[config.mk]
export PLATFORM = sky130hd
export DESIGN_NAME = rr_packet_arbiter_flat
export DESIGN_NICKNAME = d
export VERILOG_FILES = /design/src/rtl/rr_packet_arbiter_pkg.sv /design/src/rtl/rr_packet_arbiter_if.sv /design/src/rtl/onehot_encoder_tree.sv /design/src/rtl/rr_packet_arbiter.sv /design/src/flat_wrapper.sv
export SDC_FILE = /design/constraint.sdc
export NUM_CORES = 1
export LEC_CHECK = 0
export BUFFER_PORTS_ARGS = -buffer_cell sky130_fd_sc_hd__buf_2
export CORE_MARGIN = 2
export CORE_UTILIZATION = 55
export CTS_BUF_LIST = sky130_fd_sc_hd__clkbuf_16
export DETAILED_ROUTE_END_ITERATION = 10
export GPL_ROUTABILITY_DRIVEN = 0
export PLACE_DENSITY = 0.89
export RECOVER_POWER = 100
export SLEW_MARGIN = 20
export SYNTH_ARGS = -nofsm -noshare
export SYNTH_HDL_FRONTEND = slang
export SYNTH_SLANG_ARGS = --single-unit
[constraint.sdc]
create_clock -name clk -period 10.25 [get_ports clk]
set_clock_uncertainty 0.1 [all_clocks]
set_input_delay 1.025 -clock clk [delete_from_list [all_inputs] [get_ports clk]]
set_output_delay 1.025 -clock clk [all_outputs]
set_load 0.1 [all_outputs]
[src/rtl/rr_packet_arbiter_pkg.sv]
// Shared types and mask helpers for the round-robin packet arbiter.
// Helpers work on a fixed MAX_W vector; callers cast to their width.
package rr_arbiter_pkg;

  localparam int MAX_W = 64;
  localparam int PTR_W = $clog2(MAX_W);

  typedef enum logic {
    IDLE = 1'b0,
    BUSY = 1'b1
  } arb_state_t;

  function automatic logic [MAX_W-1:0] isolate_lowest(
    input logic [MAX_W-1:0] x
  );
    return x & (-x);
  endfunction

  function automatic logic [MAX_W-1:0] thermo_mask(
    input logic [PTR_W-1:0] p
  );
    return ~((MAX_W'(1) << p) - MAX_W'(1));
  endfunction

endpackage

[src/rtl/rr_packet_arbiter_if.sv]
// Requester/output stream bundle of the packet arbiter.
// slave is the arbiter side, master the requester/sink side.
interface rr_packet_arbiter_if #(
  parameter int WIDTH = 16
);
  localparam int IW = $clog2(WIDTH);

  logic [WIDTH-1:0] req_vld;
  logic [WIDTH-1:0] req_lst;
  logic [WIDTH-1:0] req_rdy;
  logic             out_vld;
  logic             out_lst;
  logic             out_rdy;
  logic [IW-1:0]    out_idx;
  logic [WIDTH-1:0] out_gnt;

  modport slave (
    input  req_vld, req_lst, out_rdy,
    output req_rdy, out_vld, out_lst, out_idx, out_gnt
  );

  modport master (
    output req_vld, req_lst, out_rdy,
    input  req_rdy, out_vld, out_lst, out_idx, out_gnt
  );

endinterface

[src/rtl/onehot_encoder_tree.sv]
// One-hot to binary index encoder with selectable structure.
// All variants give the same index for a one-hot input.
module onehot_encoder_tree #(
  parameter int WIDTH          = 16,
  parameter int SPLIT          = 4,
  parameter int IMPLEMENTATION = 0
) (
  input  logic [WIDTH-1:0]         i_gnt,
  output logic [$clog2(WIDTH)-1:0] o_idx,
  output logic                     o_vld
);
  localparam int IW = $clog2(WIDTH);

  assign o_vld = |i_gnt;

  if (IMPLEMENTATION == 1) begin : g_or
    always_comb begin
      o_idx = '0;
      for (int i = 0; i < WIDTH; i++)
        if (i_gnt[i]) o_idx = o_idx | IW'(i);
    end
  end else if (IMPLEMENTATION == 2) begin : g_prio
    always_comb begin
      o_idx = '0;
      for (int i = WIDTH - 1; i >= 0; i--)
        if (i_gnt[i]) o_idx = IW'(i);
    end
  end else if (IMPLEMENTATION == 3) begin : g_bits
    always_comb begin
      o_idx = '0;
      for (int b = 0; b < IW; b++)
        for (int i = 0; i < WIDTH; i++)
          if (((i >> b) & 1) == 1)
            o_idx[b] = o_idx[b] | i_gnt[i];
    end
  end else begin : g_tree
    // group base from the hit group, offset from OR of all groups
    localparam int NG = (WIDTH + SPLIT - 1) / SPLIT;
    localparam int PW = NG * SPLIT;
    logic [PW-1:0]    w_pad;
    logic [SPLIT-1:0] w_off_oh;
    logic [IW-1:0]    w_base;
    logic [IW-1:0]    w_off;
    assign w_pad = PW'(i_gnt);
    always_comb begin
      w_base   = '0;
      w_off_oh = '0;
      w_off    = '0;
      for (int g = 0; g < NG; g++)
        if (|w_pad[g*SPLIT +: SPLIT]) begin
          w_base   = IW'(g * SPLIT);
          w_off_oh = w_off_oh | w_pad[g*SPLIT +: SPLIT];
        end
      for (int j = 0; j < SPLIT; j++)
        if (w_off_oh[j]) w_off = IW'(j);
    end
    assign o_idx = w_base + w_off;
  end

endmodule

[src/rtl/rr_packet_arbiter.sv]
// Round-robin packet arbiter: grant locked per packet,
// re-arbitration on the last beat so packets run back to back.
module rr_packet_arbiter
  import rr_arbiter_pkg::*;
#(
  parameter int WIDTH          = 16,
  parameter int SPLIT          = 4,
  parameter int IMPLEMENTATION = 0
) (
  input  logic                clk,
  input  logic                rst_n,
  rr_packet_arbiter_if.slave  bus
);
  localparam int IW = $clog2(WIDTH);

  logic [WIDTH-1:0] r_gnt;
  logic [IW-1:0]    r_ptr;
  logic [WIDTH-1:0] w_gnt_nxt;
  logic [IW-1:0]    w_ptr_nxt;
  logic [WIDTH-1:0] w_msk;
  logic [WIDTH-1:0] w_sel;
  logic [IW-1:0]    w_sel_idx;
  logic [IW-1:0]    w_ptr_inc;
  logic [IW-1:0]    w_enc_idx;
  logic             w_enc_vld;
  logic             w_trn;
  logic             w_end;
  arb_state_t       w_state;

  assign w_msk = bus.req_vld & WIDTH'(thermo_mask(PTR_W'(r_ptr)));
  assign w_sel = (|w_msk)
    ? WIDTH'(isolate_lowest(MAX_W'(w_msk)))
    : WIDTH'(isolate_lowest(MAX_W'(bus.req_vld)));

  always_comb begin
    w_sel_idx = '0;
    for (int i = 0; i < WIDTH; i++)
      if (w_sel[i]) w_sel_idx = IW'(i);
  end

  // explicit wrap so non power-of-2 widths stay in range
  assign w_ptr_inc = (w_sel_idx == IW'(WIDTH - 1))
    ? '0 : w_sel_idx + IW'(1);

  onehot_encoder_tree #(
    .WIDTH          (WIDTH),
    .SPLIT          (SPLIT),
    .IMPLEMENTATION (IMPLEMENTATION)
  ) u_enc (
    .i_gnt (r_gnt),
    .o_idx (w_enc_idx),
    .o_vld (w_enc_vld)
  );

  assign w_state     = (|r_gnt) ? BUSY : IDLE;
  assign bus.out_gnt = r_gnt;
  assign bus.out_vld = |(bus.req_vld & r_gnt);
  assign bus.out_lst = |(bus.req_lst & bus.req_vld & r_gnt);
  assign bus.req_rdy = r_gnt & {WIDTH{bus.out_rdy}};
  assign bus.out_idx = w_enc_vld ? w_enc_idx : '0;

  assign w_trn = bus.out_vld & bus.out_rdy;
  assign w_end = w_trn & bus.out_lst;

  always_comb begin
    w_gnt_nxt = r_gnt;
    w_ptr_nxt = r_ptr;
    unique case (w_state)
      IDLE: begin
        if (|w_sel) begin
          w_gnt_nxt = w_sel;
          w_ptr_nxt = w_ptr_inc;
        end
      end
      BUSY: begin
        if (w_end) begin
          w_gnt_nxt = w_sel;
          if (|w_sel) w_ptr_nxt = w_ptr_inc;
        end
      end
      default: ;
    endcase
  end

  always_ff @(posedge clk or negedge rst_n) begin
    if (!rst_n) begin
      r_gnt <= '0;
      r_ptr <= '0;
    end else begin
      r_gnt <= w_gnt_nxt;
      r_ptr <= w_ptr_nxt;
    end
  end

endmodule

[src/flat_wrapper.sv]
// flat-port wrapper written by rule: the top's interface ports become plain ports
module rr_packet_arbiter_flat import rr_arbiter_pkg::*;
#(
  parameter int WIDTH          = 16,
  parameter int SPLIT          = 4,
  parameter int IMPLEMENTATION = 0
)
  (clk, rst_n, bus_req_vld, bus_req_lst, bus_out_rdy, bus_req_rdy, bus_out_vld, bus_out_lst, bus_out_idx, bus_out_gnt);
  rr_packet_arbiter_if #(.WIDTH(WIDTH)) bus_i ();
  input  logic clk;
  input  logic rst_n;
  input wire logic [$bits(bus_i.req_vld)-1:0] bus_req_vld;
  input wire logic [$bits(bus_i.req_lst)-1:0] bus_req_lst;
  input wire logic [$bits(bus_i.out_rdy)-1:0] bus_out_rdy;
  output wire logic [$bits(bus_i.req_rdy)-1:0] bus_req_rdy;
  output wire logic [$bits(bus_i.out_vld)-1:0] bus_out_vld;
  output wire logic [$bits(bus_i.out_lst)-1:0] bus_out_lst;
  output wire logic [$bits(bus_i.out_idx)-1:0] bus_out_idx;
  output wire logic [$bits(bus_i.out_gnt)-1:0] bus_out_gnt;
  assign bus_i.req_vld = bus_req_vld;
  assign bus_i.req_lst = bus_req_lst;
  assign bus_i.out_rdy = bus_out_rdy;
  assign bus_req_rdy = bus_i.req_rdy;
  assign bus_out_vld = bus_i.out_vld;
  assign bus_out_lst = bus_i.out_lst;
  assign bus_out_idx = bus_i.out_idx;
  assign bus_out_gnt = bus_i.out_gnt;
  rr_packet_arbiter #(.WIDTH(WIDTH), .SPLIT(SPLIT), .IMPLEMENTATION(IMPLEMENTATION)) u_core (.clk(clk), .rst_n(rst_n), .bus(bus_i));
endmodule
* Yosys cells after proc, flatten, opt, wreduce, memory -nomap -nowiden
Index checks and enable logic that the tools add are counted.
** Operators by class
- Add/sub/neg operators :: 5
- Eq/ne operators :: 3
- Shift operators :: 1
- Mux-type cells :: 35
- Bitwise gates (word level) :: 14
- Reduce and logical (&&, ||, !) cells :: 10
** Operators by type and width (number)
- $and A16 B16 Y16 :: 7
- $mux W4 :: 20
- $reduce_or A16 Y1 :: 5
- $mux W16 :: 3
- $neg A16 Y16 :: 2
- $pmux W16 S2 :: 1
- $not A16 Y16 :: 1
- $reduce_or A4 Y1 :: 4
- $shl A1 B4 Y16 const A :: 1
- $sub A16 B2 Y16 const B :: 1
- $mux W3 :: 5
- $or A4 B4 Y4 :: 3
- $pmux W4 S2 :: 1
- $add A4 B1 Y4 const B :: 1
- $add A4 B4 Y4 :: 1
- $eq A4 B4 Y1 const B :: 1
- $mux W2 :: 2
- $ne A2 B1 Y1 const B :: 2
- $mux W1 :: 3
- $and A1 B1 Y1 :: 2
- $reduce_and A2 Y1 :: 1
- $not A1 Y1 :: 1
** Word-level totals
- Register bits after elaboration :: 20
- Bits of input ports :: 35
- Output and inout port bits :: 38
- Word-level logic and storage cells :: 70

* Depth between registers and ports, before layout
Gate-level depths: netlist (run 1).
- Depth after elaboration :: 27
- Gate-level depth with buffers :: 18
- Gate-level depth less buffers :: 15

* By module
From an unflattened synthesis (run 1), not the netlist that was laid out.
** Second synthesis, totals
- Cell total of the unflattened synthesis :: 278
- Area total of the unflattened synthesis :: 2177.1 um^2
** By module, submodules not included
- rr_packet_arbiter :: instances 1, cells each 265, area each 2095.8 um^2, sequential area each 500.5 um^2
- onehot_encoder_tree :: instances 1, cells each 13, area each 81.3 um^2, sequential area each 0.0 um^2

* Worst setup path after synthesis (run 1)
No wires, ideal clock.
- Path kind :: register -> output
- Start point :: register u_core.r_gnt[11] (netlist: u_core.bus.out_gnt[11])
- End point :: output bus_out_idx[2]
- Arrival :: 3.548 ns
- Required time :: 9.125 ns
- Path slack :: 5.577 ns
- Cell stages (with the launch flop) :: 3
- Buffers on the path :: 0
- Cell sequence :: dfrtp_1 > or4_1 > o21ai_0
** Between the ends
- Word-level cells in the longest chain between the ends :: 9
- Elaborated cells between the ends (all ways) :: 13
- Classes of those cells :: add/sub: 1; mux: 8; bitwise: 2; reduce/logical: 2
** Ends and longest elaborated chain
- start, declared :: line rr_packet_arbiter.sv:16 : logic [WIDTH-1:0] r_gnt;
- start signal, assigned :: line rr_packet_arbiter.sv:90 : r_gnt <= w_gnt_nxt;
- $reduce_or A4 Y1 :: line onehot_encoder_tree.sv:50 : if (|w_pad[g*SPLIT +: SPLIT]) begin
- $mux W4 :: line onehot_encoder_tree.sv:50
- $or A4 B4 Y4 :: line onehot_encoder_tree.sv:52 : w_off_oh = w_off_oh | w_pad[g*SPLIT +: SPLIT];
- $mux W4 :: line onehot_encoder_tree.sv:50
- $mux W1 :: line onehot_encoder_tree.sv:55 : if (w_off_oh[j]) w_off = IW'(j);
- $mux W4 (2 in a row) :: line onehot_encoder_tree.sv:55
- $add A4 B4 Y4 :: line onehot_encoder_tree.sv:57 : assign o_idx = w_base + w_off;
- $mux W4 * :: line rr_packet_arbiter.sv:60 : assign bus.out_idx = w_enc_vld ? w_enc_idx : '0;
- end, declared :: line flat_wrapper.sv:18 : output wire logic [$bits(bus_i.out_idx)-1:0] bus_out_idx;
Every way passes the cells marked *; elsewhere a longest branch is shown, timed or not.

* Worst setup path after layout (run 1)
- Start point :: register u_core.r_ptr[3]
- End point :: register u_core.r_gnt[10] (netlist: u_core.bus.out_gnt[10])
** Between the ends
- Word-level cells in the longest chain between the ends :: 10
- Elaborated cells between the ends (all ways) :: 14
- Classes of those cells :: add/sub: 2; eq/ne: 1; shift: 1; mux: 4; bitwise: 3; reduce/logical: 3
** Ends and longest elaborated chain
- start, declared :: line rr_packet_arbiter.sv:17 : logic [IW-1:0] r_ptr;
- start signal, assigned :: line rr_packet_arbiter.sv:91 : r_ptr <= w_ptr_nxt;
- $shl A1 B4 Y16 * :: line rr_packet_arbiter_pkg.sv:22 : return ~((MAX_W'(1) << p) - MAX_W'(1));
- $sub A16 B2 Y16 * :: line rr_packet_arbiter_pkg.sv:22
- $not A16 Y16 * :: line rr_packet_arbiter_pkg.sv:22
- $and A16 B16 Y16 * :: line rr_packet_arbiter.sv:30 : assign w_msk = bus.req_vld & WIDTH'(thermo_mask(PTR_W'(r_ptr)));
- $neg A16 Y16 :: line rr_packet_arbiter_pkg.sv:16 : return x & (-x);
- $and A16 B16 Y16 :: line rr_packet_arbiter_pkg.sv:16
- $mux W16 * :: line rr_packet_arbiter.sv:32 : ? WIDTH'(isolate_lowest(MAX_W'(w_msk)))
- $reduce_or A16 Y1 :: line rr_packet_arbiter.sv:70 : if (|w_sel) begin
- $ne A2 B1 Y1 (no line)
- $reduce_and A2 Y1 (no line)
Every way passes the cells marked *; elsewhere a longest branch is shown, timed or not. The select of a mux whose other input is x is not followed.
A chain may end at the register's enable or synchronous reset.

==> results of run 1 <==
## state kept, by name, indices dropped and copies added, names as in the netlist
name / count
u_core.bus.out_gnt: 16
u_core.r_ptr: 4
## final cells by class
| cell class | instances | area (sq um) | area share |
|---|---|---|---|
| flip-flops and latches | 20 | 500 | 0.199 |
| well taps | 48 | 60.1 | 0.0239 |
| inverters | 9 | 33.8 | 0.0134 |
| multi-input cells | 238 | 1510 | 0.598 |
| repair buffers | 72 | 312 | 0.124 |
| clock buffers | 3 | 75.1 | 0.0298 |
| clock inverters | 1 | 30.0 | 0.0119 |
## cell families after synthesis
kind of cell,count (synthesis),share of synthesized area
AND/OR/NAND/NOR,159,0.403
adder cells (fa/ha/maj),2,0.0116
flip-flops,20,0.232
AO/OA/AOI/OAI,69,0.250
buffers and inverters,25,0.0593
XOR/XNOR,1,0.00756
multiplexers,7,0.0360
## path summary, 6_finish.rpt
| path | cells after the start | start | endpoint | slack, ps |
|---|---|---|---|---|
| max | 10 | u_core.r_ptr[3] | u_core.bus.out_gnt[10] | 4720 |
| min | 2 | u_core.bus.out_gnt[12] | u_core.bus.out_gnt[12] | 510 |
| max reg2reg | 10 | u_core.r_ptr[3] | u_core.bus.out_gnt[10] | 4720 |
| min reg2reg | 2 | u_core.bus.out_gnt[12] | u_core.bus.out_gnt[12] | 510 |
| max in group asynchronous | 1 | rst_n | u_core.bus.out_gnt[14] | 8540 |
| min in group asynchronous | 1 | rst_n | u_core.bus.out_gnt[0] | 850 |
## cell usage in the layout (no fill, tap or decap), types with 11 or more instances in the layout
master | netlist | routed
clkbuf_1 | 7 | 39
and2_1 | 20 | 20
buf_2 | 3 | 33
nand3_1 | 26 | 26
nor3_1 | 11 | 11
nand2_1 | 39 | 39
nor2_1 | 13 | 13
o21ai_0 | 14 | 14
dfrtp_1 | 20 | 20
## per-stage QoR
stage	instances	util	hold WS, ps	worst slack [ps]	area [sq um]
finish	391	0.677	514	4720	2520
CTS	391	0.697	504	5750	2590
floorplan	283	-	544	5580	2150
global route	391	0.677	561	4240	2520
global placement	387	0.669	479	5930	2490
detailed placement	387	0.669	488	5800	2490
## per-layer routing
layer	share of wire	routed length (um)	vias to the layer above	global-route usage
li1	-	-	1202	-
met1	0.37	2890	1223	0.473
met2	0.46	3640	256	0.585
met3	0.12	928	61	0.0642
met4	0.052	408	0	0.112
met5	0	0	-	0
## worst reg2reg max path: cells and delay by family, from the launching register on
kind / cells / cell delay (ps)
compound gates: 2 / 1910
simple gates: 4 / 1230
flops: 1 / 750
buf+inv: 2 / 610
mux: 1 / 450
fa+ha+maj: 1 / 360
==> summary.md, run 1 <==
| Metric | Value |
|---|---|
| Outcome | `finished with violations` |
| Failing checks | `capacitance limit, slew limit` |
| Cts hold-fix bufs | `0` |
| NumNets Final | `381` |
| Max_cap viols | `1` |
| Setup TNS | `0 ps` |
| Most instantiated library cell after synthesis | `nand2_1` |
| Most used cell, CP | `inv_1` |
| Final worst path period need | `5530 ps` |
| Synth area leaders | `dfrtp_1 23%, nand2_1 6.8%, nand3_1 6.0%` |
| Part of the Yosys area used for sequential elements | `0.232` |
| Total GRT Usage | `0.356` |
| Synth top cells by count | `39 x nand2_1, 26 x nand3_1, 20 x and2_1, 20 x dfrtp_1, 14 x o21ai_0` |
| DR iter-0 viols | `575` |
| # H-tree levels | `1` |
| Clock-pin slew on the worst setup and hold paths | `60 ps` |
| Critical path cell sequence | `inv_1, nand3_1, ha_1, or3b_1, o221ai_1, nand4_1, or3_1, o2bb2ai_1, inv_1, mux2_1` |
| Critical path class | `flop to flop` |
| Final setup violation count | `0` |
| First-pass GRT wire length | `11900 um` |
| WL/cell | `20.1 um` |
| Fmax | `181 MHz` |
| Routed Antenna Nets | `0` |
| Post-synth EDFFs | `0` |
| # DRC | `0` |
| Synth Cell Area | `around 0.0022 sq mm` |
| Post-synth top area share | `0.232` |
| CP Max Fanout | `29` |
| Congestion Overflow GR | `0` |
| Crit path largest cell delay | `1530 ps` |
| Slew @ Worst Pin | `1990 ps` |
| Longest Clk Path Bufs | `2` |
| Share of layout cells above drive strength 1 | `0.146` |
| DR vias | `2742` |
| Post-Synthesis Cells | `283` |
| CP endpoint kind | `flop` |
| Ys flop type | `dfrtp_1` |
| Kind of start point of the critical path | `flop` |
| Die height | `66.6 um` |
| Yosys reg bits | `20` |
| I/O pin count | `73` |
| TritonCTS clock tree | `done` |
| Root Buffer Master | `clkbuf_16` |
| Row count | `22` |
| Layout fillers | `342` |
| Worst hold path type | `flop to flop` |
| Post-DP HPWL | `5690 um` |
| Initial Util | `0.579` |
| Worst Path Buf+Inv | `2` |
| Post_cts resized | `0` |
| Unrepaired setup endpoints after global routing | `false` |
| Clk sinks | `20` |
| Largest delay share family, worst path | `compound AO/OA/AOI/OAI gates` |
| Initial antenna violation count | `0` |
| # diodes | `0` |
| Slew Limit Headroom | `-0.329` |
| Critical Path AT | `5570 ps` |
| Post CTS Setup Buffer Count | `0` |
| Cts bufs inserted | `3` |
| Slew Viols, Final | `30` |
| Post-Route WL | `7870 um` |
| Largest net degree at the start of global routing | `30` |
| IO buf count | `72` |
| Clk Latency, worst-skew pair | `260 ps` |
| Initial DRT Pass Iterations | `9` |
| Synth async-reset ratio | `1.00` |
| Die ar. | `approximately 0.0044 sq mm` |
| Via/cell ratio | `7.01` |
| Core ar. | `0.00372 sq mm` |
| Req. time, crit path | `between 10000 and 15000 ps` |
| Post-route clock period utilization | `0.539` |
| Final Hold Vio Count | `0` |
| Die Wd | `66.6 um` |
| Post-synth cell types | `65` |
| Post-Syn Nets | `320` |
| Number of global-route vias before repair | `between 2k and 2.5k` |
| Area leader, netlist | `dfrtp_1` |
| Layout area overhead | `16.9%` |
| Syn avg cell area | `7.61 sq um` |
| YS warnings | `0` |
| CP max stage cell | `o2bb2ai_1` |
Power of run 1 is not shown: default switching activity piles up to over one toggle a cycle in this logic, so the estimate is an artifact.
==> run 2: changes to the inputs <==
ABC_AREA = 1   (was default)
CORE_UTILIZATION = 52   (was 55)
PLACE_DENSITY = 0.85   (was 0.89)
clock period = 5.75 ns   (was 10.25 ns; I/O delays follow)
==> run 2 against run 1 <==
Effect of this change: the flow now finishes without violations; via count increased by 1.1%; sequential share of layout area decreased by 0.86 points; worst setup slack got worse by 3300 ps; flip-flop and latch count unchanged; area after synthesis increased by 3.5%; core utilization decreased by 2.9 points; register-to-register slack got worse by 3300 ps; wire length decreased by 7.9%; cell area increased by 4.5%; non-clock buffer count unchanged; synthesized cell count increased by 33%; die area increased by 8.9%; critical endpoint is now u_core.r_ptr[3]; highest routed layer unchanged.
==> summary.md, run 2 <==
| Metric | Value |
|---|---|
| Syn avg cell area | `5.93 sq um (was 7.61 sq um)` |
| Power density cells | `667 mW/mm^2` |
| Final setup violation count | `0 (unchanged)` |
| Total GRT Usage | `0.302 (was 0.356)` |
| Layout Utilization | `0.648 (was 0.677)` |
| Commonest non-fill, non-tap cell in the layout | `nand2_1` |
| Clock-pin slew on the worst setup and hold paths | `60 ps (about the same)` |
| Cts bufs inserted | `3 (unchanged)` |
| Reg2Reg Depth | `17 (was 10)` |
| IO buf count | `72 (unchanged)` |
| Final worst path period need | `4350 ps (was 5530 ps)` |
| Post-synth top area share | `0.224 (was 0.232)` |
| # diodes | `0 (unchanged)` |
| YS warnings | `0 (unchanged)` |
| R2r setup slk | `1400 ps (was 4720 ps)` |
| I/O pin count | `73 (unchanged)` |
| NumNets Final | `482 (was 381)` |
| Peak supply drop | `approximately 0.00037 V` |
| Die ar. | `0.00483 sq mm (was 0.00443 sq mm)` |
| First-pass GRT wire length | `11900 um (about the same)` |
| Post-route clock period utilization | `0.757 (was 0.539)` |
| Post-Syn Nets | `413 (was 320)` |
| Die height | `69.5 um (was 66.6 um)` |
| Synth Cell Area | `0.00223 sq mm (was 0.00215 sq mm)` |
| DR vias | `2772 (was 2742)` |
| Cells after DPL | `490 (was 387)` |
| Number of global-route vias before repair | `2624 (was 2390)` |
| Root Buffer Master | `clkbuf_16 (unchanged)` |
| FF-to-FF Start | `u_core.r_ptr[3] (unchanged)` |
| Synth top cells by count | `122 x nand2_1, 52 x inv_1, 45 x nor2_1 (was 39 x nand2_1, 26 x nand3_1, 20 x and2_1, 20 x dfrtp_1, 14 x o21ai_0)` |
| First element of the critical path | `u_core.r_ptr[3] (unchanged)` |
| TritonCTS clock tree | `done (unchanged)` |
| WL/cell | `14.7 um (was 20.1 um)` |
| Routed Antenna Nets | `0 (unchanged)` |
| Yosys reg bits | `20 (unchanged)` |
| Initial Util | `0.549 (was 0.579)` |
| Synth async-reset ratio | `1.00 (unchanged)` |
| Area leader, netlist | `dfrtp_1 (unchanged)` |
| Ys flop type | `dfrtp_1 (unchanged)` |
| DR iter-0 viols | `306 (was 575)` |
| Layout area overhead | `18.0% (was 16.9%)` |
| Initial DRT Pass Iterations | `6 (was 9)` |
| Share of layout cells above drive strength 1 | `0.142 (was 0.146)` |
| Row count | `23 (was 22)` |
| Post_cts resized | `0 (unchanged)` |
| Slew @ Worst Pin | `1180 ps (was 1990 ps)` |
| Initial antenna violation count | `0 (unchanged)` |
| Post-Route WL | `7240 um (was 7870 um)` |
| Max reg flops | `16 (unchanged)` |
| Core ar. | `0.00406 sq mm (was 0.00372 sq mm)` |
| Max_cap viols | `0 (was 1)` |
| # DRC | `0 (unchanged)` |
| Most frequent cells in the layout | `123 x nand2_1, 52 x inv_1, 47 x nor2_1, 39 x clkbuf_1, 38 x nand3_1 (was 39 x nand2_1, 39 x clkbuf_1, 33 x buf_2, 26 x nand3_1)` |
| CP Max Fanout | `23 (was 29)` |
| Synth area leaders | `dfrtp_1 22%, nand2_1 21%, inv_1 8.8% (was dfrtp_1 23%, nand2_1 6.8%, nand3_1 6.0%)` |
| Die Wd | `69.5 um (was 66.6 um)` |
| Pre-CTS setup slack | `2300 ps (was 5800 ps)` |
| Largest net degree at the start of global routing | `24 (was 30)` |
| Kind of start point of the critical path | `flop (unchanged)` |
| Setup TNS | `0 ps (unchanged)` |
| RR Endpoint | `u_core.r_ptr[3] (was u_core.bus.out_gnt[10])` |
| Clk sinks | `20 (unchanged)` |
| Post-synth cell types | `40 (was 65)` |
| Post-Synthesis Cells | `376 (was 283)` |
| Critical path class | `flop to flop (unchanged)` |
| Slew Limit Headroom | `0.217 (was -0.329)` |
| Slew Viols, Final | `0 (was 30)` |
| Outcome | `finished clean (was finished with violations)` |
| Congestion Overflow GR | `0 (unchanged)` |
| Post-DP HPWL | `5650 um (was 5690 um)` |
| Final Non-Filler Cells | `494 (was 391)` |
| Final Hold Vio Count | `0 (unchanged)` |
| Final worst-path setup slack | `1400 ps (was 4720 ps)` |
| Worst hold path type | `primary input to async pin (was flop to flop)` |
| Fmax | `230 MHz (was 181 MHz)` |
| Longest Clk Path Bufs | `2 (unchanged)` |
| Cts hold-fix bufs | `0 (unchanged)` |
| Via/cell ratio | `5.61 (was 7.01)` |
| Clk Latency, worst-skew pair | `260 ps (about the same)` |
| # H-tree levels | `1 (unchanged)` |
| CP endpoint kind | `flop (unchanged)` |
| Static Leak | `about 1.5 nW` |
| Req. time, crit path | `5800 ps (was 10290 ps)` |
| Most instantiated library cell after synthesis | `nand2_1 (unchanged)` |
| Post CTS Setup Buffer Count | `0 (unchanged)` |
| Unrepaired setup endpoints after global routing | `false (unchanged)` |
| Critical Path AT | `4400 ps (was 5570 ps)` |
| Post-synth EDFFs | `0 (unchanged)` |
| Part of the Yosys area used for sequential elements | `0.224 (was 0.232)` |
## run 2: cell count changes after synthesis, moves of 6 or more
| cell | before | now |
|---|---|---|
| a22oi_1 | 7 | 0 |
| and2_1 | 20 | 0 |
| inv_1 | 8 | 52 |
| nand2_1 | 39 | 122 |
| nand2b_1 | 6 | 0 |
| nand3_1 | 26 | 36 |
| nand3_2 | 0 | 7 |
| nor2_1 | 13 | 45 |
| nor2_2 | 0 | 8 |
| nor3_1 | 11 | 4 |
| o21a_1 | 6 | 0 |
## run 2: worst max path at each step
stage	endpoint	slack (ps)	cells after the start
after floorplan	bus_out_idx[2]	1680	3
after global placement	u_core.r_ptr[3]	2450	17
after detailed placement	u_core.r_ptr[3]	2300	17
after CTS	u_core.r_ptr[3]	2270	17
after global routing	u_core.r_ptr[3]	1000	17
final	u_core.r_ptr[3]	1400	17
## run 2: metrics by stage
step | instance area (sq um) | hold WS [ps] | power [mW]
after CTS | 2710 | 189 | 1.78
after global routing | 2630 | 538 | 1.86
after floorplan | 2230 | 179 | 1.36
after global placement | 2600 | 454 | 1.56
final | 2630 | 437 | 1.75
after detailed placement | 2600 | 464 | 1.58
## run 2: kinds of logic after synthesis
logic type / share of synthesized area
buf+inv: 0.118
flops: 0.224
fa+ha+maj: 0.0112
compound gates: 0.115
simple gates: 0.528
xor+xnor: 0.00393
## run 2: layout make-up
| class | instances | area (sq um) |
|---|---|---|
| Sequential cell | 20 | 500 |
| Tap cell | 50 | 62.6 |
| Fill cell | 421 | 1430 |
| Clock buffer | 3 | 75.1 |
| Timing Repair Buffer | 72 | 312 |
| Inverter | 56 | 210 |
| Clock inverter | 1 | 30.0 |
| Multi-Input combinational cell | 292 | 1440 |
## run 2: critical path, stage by stage (launching register included)
cell and delay (ps):
dfrtp_1 520, nor2_1 420, nand3_1 150, ha_1 290
inv_1 120, nand3_1 80, nand3_1 230, nand4_4 140
nor2_1 160, nand3_1 450, inv_1 300, nand4_1 100
nand2_1 560, inv_2 290, nand2_1 170, nor2_1 50
nand2_1 60, nand2_1 40
## run 2: power by group
group	internal, mW	switching [mW]	leakage, nW	total (mW)
clock	0.138	0.0546	0.0511	0.193
sequential	0.183	0.0869	0.266	0.269
combinational	0.243	1.05	1.14	1.29
total	0.564	1.19	1.46	1.75
## run 2: per-layer routing
metal	part of all wire	global-route usage	vias up
li1	-	-	1354
met3	0.097	0.0596	22
met1	0.40	0.378	1240
met4	0.022	0.0871	0
met5	0	0	-
met2	0.48	0.526	156
Power figures use the tool's default switching activity.
